[src/rtl/fetch_queue.sv]
// Instruction-fetch stage with a DEPTH-entry decoupling queue.
// Holds the fetch PC, runs the ibus valid/data_ok handshake and buffers
// {pc, instr} pairs so decode can stall without stalling the bus.

package fetch_queue_pkg;

    typedef struct packed {
        logic        valid;
        logic [63:0] addr;
    } ibus_req_t;

    typedef struct packed {
        logic        data_ok;
        logic [31:0] data;
    } ibus_resp_t;

    typedef struct packed {
        logic        valid;
        logic [31:0] raw_instr;
        logic [63:0] pc;
    } fetch_data_t;

endpackage

module fetch_queue
    import fetch_queue_pkg::*;
#(
    parameter logic [63:0] RESET_PC = 64'h8000_0000,
    parameter int unsigned DEPTH    = 4
) (
    input  logic        clk,
    input  logic        reset,
    output ibus_req_t   ireq,
    input  ibus_resp_t  iresp,
    output fetch_data_t dataF,
    input  logic        out_ready,
    input  logic        redirect,
    input  logic [63:0] redirect_pc
);

    localparam int unsigned PtrW = $clog2(DEPTH);
    localparam int unsigned CntW = PtrW + 1;

    typedef enum logic [1:0] {StIdle, StBusy, StFlush} state_e;

    state_e            state_q, state_d;
    logic [63:0]       pc_q, pc_d;
    // Address of the outstanding request; pc may move on a redirect while
    // the bus still needs the original address held stable.
    logic [63:0]       req_addr_q, req_addr_d;
    logic [PtrW-1:0]   head_q, head_d;
    logic [PtrW-1:0]   tail_q, tail_d;
    logic [CntW-1:0]   count_q, count_d;
    logic [63:0]       pc_mem_q [DEPTH];
    logic [63:0]       pc_mem_d [DEPTH];
    logic [31:0]       instr_mem_q [DEPTH];
    logic [31:0]       instr_mem_d [DEPTH];

    logic full;
    logic req_valid;
    logic push;
    logic pop;

    // Bus request, FSM next state and PC update.
    always_comb begin
        state_d    = state_q;
        pc_d       = pc_q;
        req_addr_d = req_addr_q;
        full       = (count_q == CntW'(DEPTH));
        req_valid  = 1'b0;
        push       = 1'b0;

        unique case (state_q)
            StIdle: begin
                // Space is reserved up front, so a push can never overflow.
                req_valid = !full && !redirect;
                push      = req_valid && iresp.data_ok;
                if (req_valid && !iresp.data_ok) begin
                    state_d    = StBusy;
                    req_addr_d = pc_q;
                end
            end
            StBusy: begin
                req_valid = 1'b1;
                push      = iresp.data_ok && !redirect;
                if (iresp.data_ok) begin
                    state_d = StIdle;
                end else if (redirect) begin
                    state_d = StFlush;
                end
            end
            StFlush: begin
                // Wrong-path response still owed by the bus; drop it.
                req_valid = 1'b1;
                if (iresp.data_ok) begin
                    state_d = StIdle;
                end
            end
            default: begin
                state_d = StIdle;
            end
        endcase

        if (redirect) begin
            pc_d = redirect_pc;
        end else if (push) begin
            pc_d = pc_q + 64'd4;
        end

        ireq.valid = req_valid && !reset;
        ireq.addr  = (state_q == StIdle) ? pc_q : req_addr_q;
    end

    // Queue pointers, occupancy and storage writes.
    always_comb begin
        head_d      = head_q;
        tail_d      = tail_q;
        count_d     = count_q;
        pc_mem_d    = pc_mem_q;
        instr_mem_d = instr_mem_q;
        pop         = (count_q != '0) && out_ready && !redirect;

        if (push) begin
            pc_mem_d[tail_q]    = pc_q;
            instr_mem_d[tail_q] = iresp.data;
            tail_d              = tail_q + PtrW'(1);
        end
        if (pop) begin
            head_d = head_q + PtrW'(1);
        end

        if (push && !pop) begin
            count_d = count_q + CntW'(1);
        end else if (pop && !push) begin
            count_d = count_q - CntW'(1);
        end

        if (redirect) begin
            head_d  = '0;
            tail_d  = '0;
            count_d = '0;
        end

        dataF.valid     = (count_q != '0) && !reset;
        dataF.pc        = pc_mem_q[head_q];
        dataF.raw_instr = instr_mem_q[head_q];
    end

    // Control state with synchronous reset.
    always_ff @(posedge clk) begin
        if (reset) begin
            state_q    <= StIdle;
            pc_q       <= RESET_PC;
            req_addr_q <= RESET_PC;
            head_q     <= '0;
            tail_q     <= '0;
            count_q    <= '0;
        end else begin
            state_q    <= state_d;
            pc_q       <= pc_d;
            req_addr_q <= req_addr_d;
            head_q     <= head_d;
            tail_q     <= tail_d;
            count_q    <= count_d;
        end
    end

    // Queue storage; contents are qualified by count, so no reset needed.
    always_ff @(posedge clk) begin
        pc_mem_q    <= pc_mem_d;
        instr_mem_q <= instr_mem_d;
    end

endmodule
[config.mk]
export PLATFORM = sky130hd
export DESIGN_NAME = fetch_queue
export DESIGN_NICKNAME = d
export VERILOG_FILES = /design/src/rtl/fetch_queue.sv
export SDC_FILE = /design/constraint.sdc
export NUM_CORES = 1
export LEC_CHECK = 0
export ABC_AREA = 1
export BUFFER_PORTS_ARGS = -buffer_cell sky130_fd_sc_hd__buf_2
export CORE_ASPECT_RATIO = 1.5
export CORE_UTILIZATION = 30
export DETAILED_ROUTE_END_ITERATION = 7
export GPL_TIMING_DRIVEN = 0
export PLACE_DENSITY_LB_ADDON = 0.2
export SLEW_MARGIN = 20
export SYNTH_ARGS = -nofsm -noshare
export SYNTH_HDL_FRONTEND = slang
export SYNTH_SLANG_ARGS = --single-unit
export TNS_END_PERCENT = 10
[constraint.sdc]
create_clock -name clk -period 15.9 [get_ports clk]
set_input_delay 0.795 -clock clk [delete_from_list [all_inputs] [get_ports clk]]
set_output_delay 0.795 -clock clk [all_outputs]
set_load 0.1 [all_outputs]
==> results.sh <==
export IMPL_synthAdderAreaFrac_pct=0.656
export IMPL_synth_top_area_share_pct=52.1
export IMPL_synth_compound_area_share_pct=14.7
export IMPL_antenna_found_initial=6
export IMPL_cts_setup_buffers=0
export IMPL_clkSlewWorstSetupHoldPaths_ns=0.07
export IMPL_area_delta_synth_final_pct=22.0
export IMPL_cts_root_buf="clkbuf_16"
export IMPL_start_kind="flip-flop"
export IMPL_synth_area_leader_cell="edfxtp_1"
export IMPL_fin_crit_ns=5.09
export IMPL_cp_max_fo=10
export IMPL_layout_nets=2666
export IMPL_grt_max_degree=22
export IMPL_max_cap_violations=0
export IMPL_fillers=7342
export IMPL_top_layer_used="met5"
export IMPL_slew_violations=0
export IMPL_setup_viol=0
export IMPL_holdWs_ns=0.402
export IMPL_syn_avg_cell_area_sq_um=9.97
export IMPL_cts_buffers=52
export IMPL_synth_xor_area_share_pct=1.19
export IMPL_tightest_slew_ns=1.08
export IMPL_fp_dieW_um=224
export IMPL_critPathCaptureType="primary output"
export IMPL_finClkSkew_ns=0.0216
export IMPL_start_util_pct=30.4
export IMPL_first_iter_violations=1310
export IMPL_cp_required_ns=15.11
export IMPL_track_usage_pct=21.3
export IMPL_synth_top_family_by_area="compound AO/OA/AOI/OAI gates"
export IMPL_cts_htree_levels=2
export IMPL_synth_simple_gate_area_share_pct=13.9
export IMPL_dp_slack_ns=11.40
export IMPL_drive_gt1_share_pct=16.2
export IMPL_rsz0062_at_grt="false"
export IMPL_rows=121
export IMPL_cts_tree="built"
export IMPL_ys_warn_count=0
export IMPL_r2r_slack_ns=12.83
export IMPL_syn_num_nets=2331
export IMPL_clk_path_buf_depth=3
export IMPL_ant_nets=0
export IMPL_final_hold_violation_count=0
export IMPL_routedLengthMet1_um=33300
export IMPL_final_cell_count_no_fill=3581
export IMPL_fin_ws_ns=10.81
export IMPL_synth_flop_cell="edfxtp_1"
export IMPL_synth_most_common_cell="edfxtp_1"
export IMPL_clock_sinks=521
export IMPL_grt_pass1_wl_um=116000
export IMPL_period_share_pct=32.0
export IMPL_worstPathArrival_ns=4.30
export IMPL_gp_congestion=0.936
export IMPL_cts_resized=0
export IMPL_async_flop_share_pct=0
export IMPL_crit_type="flip-flop to primary output"
export IMPL_dr_wl_met3_um=3370
export IMPL_dieArea_sq_um=74900
export IMPL_dr_wl_met2_um=41500
export IMPL_max_freq_mhz=196
export IMPL_synthMuxAreaShare_pct=0
export IMPL_leakage_uw=0.00966
export IMPL_routedWlPerCell_um=22.6
export IMPL_core_sq_um=72800
export IMPL_first_global_vias=17300
export IMPL_power_density_nw_per_um2=132
export IMPL_routed_wl_um=80900
export IMPL_status="complete, no violations"
export IMPL_vias=17700
export IMPL_ir_drop_uv=68.3
export IMPL_power_uw=3570
export IMPL_synthTopCellsByCount="384 x edfxtp_1, 372 x o21ai_0, 337 x nor2_1"
export IMPL_setup_tns_ns=0
export IMPL_drc=0
export IMPL_ys_types=39
export IMPL_hpwl_um=59000
export IMPL_numPortBuffers=260
export IMPL_ctsHoldBuffers=0
export IMPL_dp_cells=3484
export IMPL_ys_seq_area_share_pct=64.5
export IMPL_drt_vias_per_instance=4.94
export IMPL_fp_dieH_um=335
export IMPL_ios=263
export IMPL_max_slew_margin_pct=28.3
export IMPL_synth_edf_count=384
export IMPL_clk_latency_ns=0.61
export IMPL_netlist_instances=2219
export IMPL_dr_pass1_iters=5
export IMPL_hold_class="primary input to flip-flop"
export IMPL_ys_seq_elements=521
export IMPL_grt_ovfl_total=0
export IMPL_synth_area_sq_um=22100
export IMPL_ys_top_cells_by_area="edfxtp_1 52%, dfxtp_1 12%, o21ai_0 8.4%"
worst paths after layout:
kind,startpoint,endpoint,cells after the start
setup reg to reg,state_q[0]$_SDFFE_PP0P_,pc_mem_q[180]$_DFFE_PP_,12
hold / removal,iresp[7],instr_mem_q[103]$_DFFE_PP_,1
hold reg to reg,req_addr_q[25]$_SDFFE_PP0P_,req_addr_q[25]$_SDFFE_PP0P_,2
setup / recovery,state_q[0]$_SDFFE_PP0P_,ireq[25],8
power by group:
part	switching, uW	internal, uW
logic	589	117
clock network	554	733
registers	52.8	1530
total	1200	2380
cells by family (layout without fill, tap and decap cells):
group	after synthesis	in the layout
flip-flops	521	521
buffers and inverters	292	669
adder cells (fa/ha/maj)	11	11
XOR/XNOR	30	30
AO/OA/AOI/OAI	616	616
AND/OR/NAND/NOR	749	749
other	0	1
state kept, by name, summed over array words and instances (netlist names):
name         flops
head_q           2
pc_q            64
req_addr_q      64
count_q          3
state_q          2
instr_mem_q    128
pc_mem_q       256
tail_q           2
layout by cell type, fill, tap and decap left out, types with 12 or more instances in the layout:
cell type  synthesis  final
nor2_1           337    333
a21oi_1          121    121
o21ai_0          372    372
nand2_1          304    304
inv_1            162    162
buf_16             0     13
buf_2             12    272
nand3_1           51     51
clkbuf_16          0     59
xnor2_1           16     16
nand4_1           12     12
clkbuf_1         105    111
o22ai_1           96     96
dfxtp_1          137    137
xor2_1            14     14
edfxtp_1         384    384
through the flow:
| stage | util (%) | instance area [sq um] |
|---|---|---|
| 4_1_cts | 37.1 | 27000 |
| 2_1_floorplan | - | 22100 |
| 5_1_grt | 37.1 | 27000 |
| 6_report | 37.1 | 27000 |
| 3_5_place_dp | 34.6 | 25200 |
| 3_3_place_gp | 33.9 | 24700 |
layer usage:
| layer | vias to the layer above | global-route usage [%] |
|---|---|---|
| li1 | 8353 | - |
| met3 | 126 | 2.63 |
| met5 | - | 0 |
| met4 | 6 | 7.72 |
| met2 | 497 | 38.5 |
| met1 | 8710 | 25.7 |
worst max-delay path, cell delays in order, from the launching register on:
cell and delay [ns]:
dfxtp_1 0.35, inv_1 0.11, ha_1 0.21, clkbuf_1 0.76
clkbuf_1 0.87, clkbuf_1 0.54, nand2_1 0.10, o21ai_0 0.21
buf_2 0.52
cell type report:
class,instances,area (sq um),area share [%]
sequential,521,14300,52.9
tap,984,1230,4.56
clock buffer,74,1620,6.01
buffer,126,504,1.87
inverter,166,623,2.31
antenna,1,2.50,0.00927
timing repair buffer,281,1820,6.74
clock inverter,22,173,0.639
multi-input combinational,1406,6750,25.0
Power figures use the tool's default switching activity.
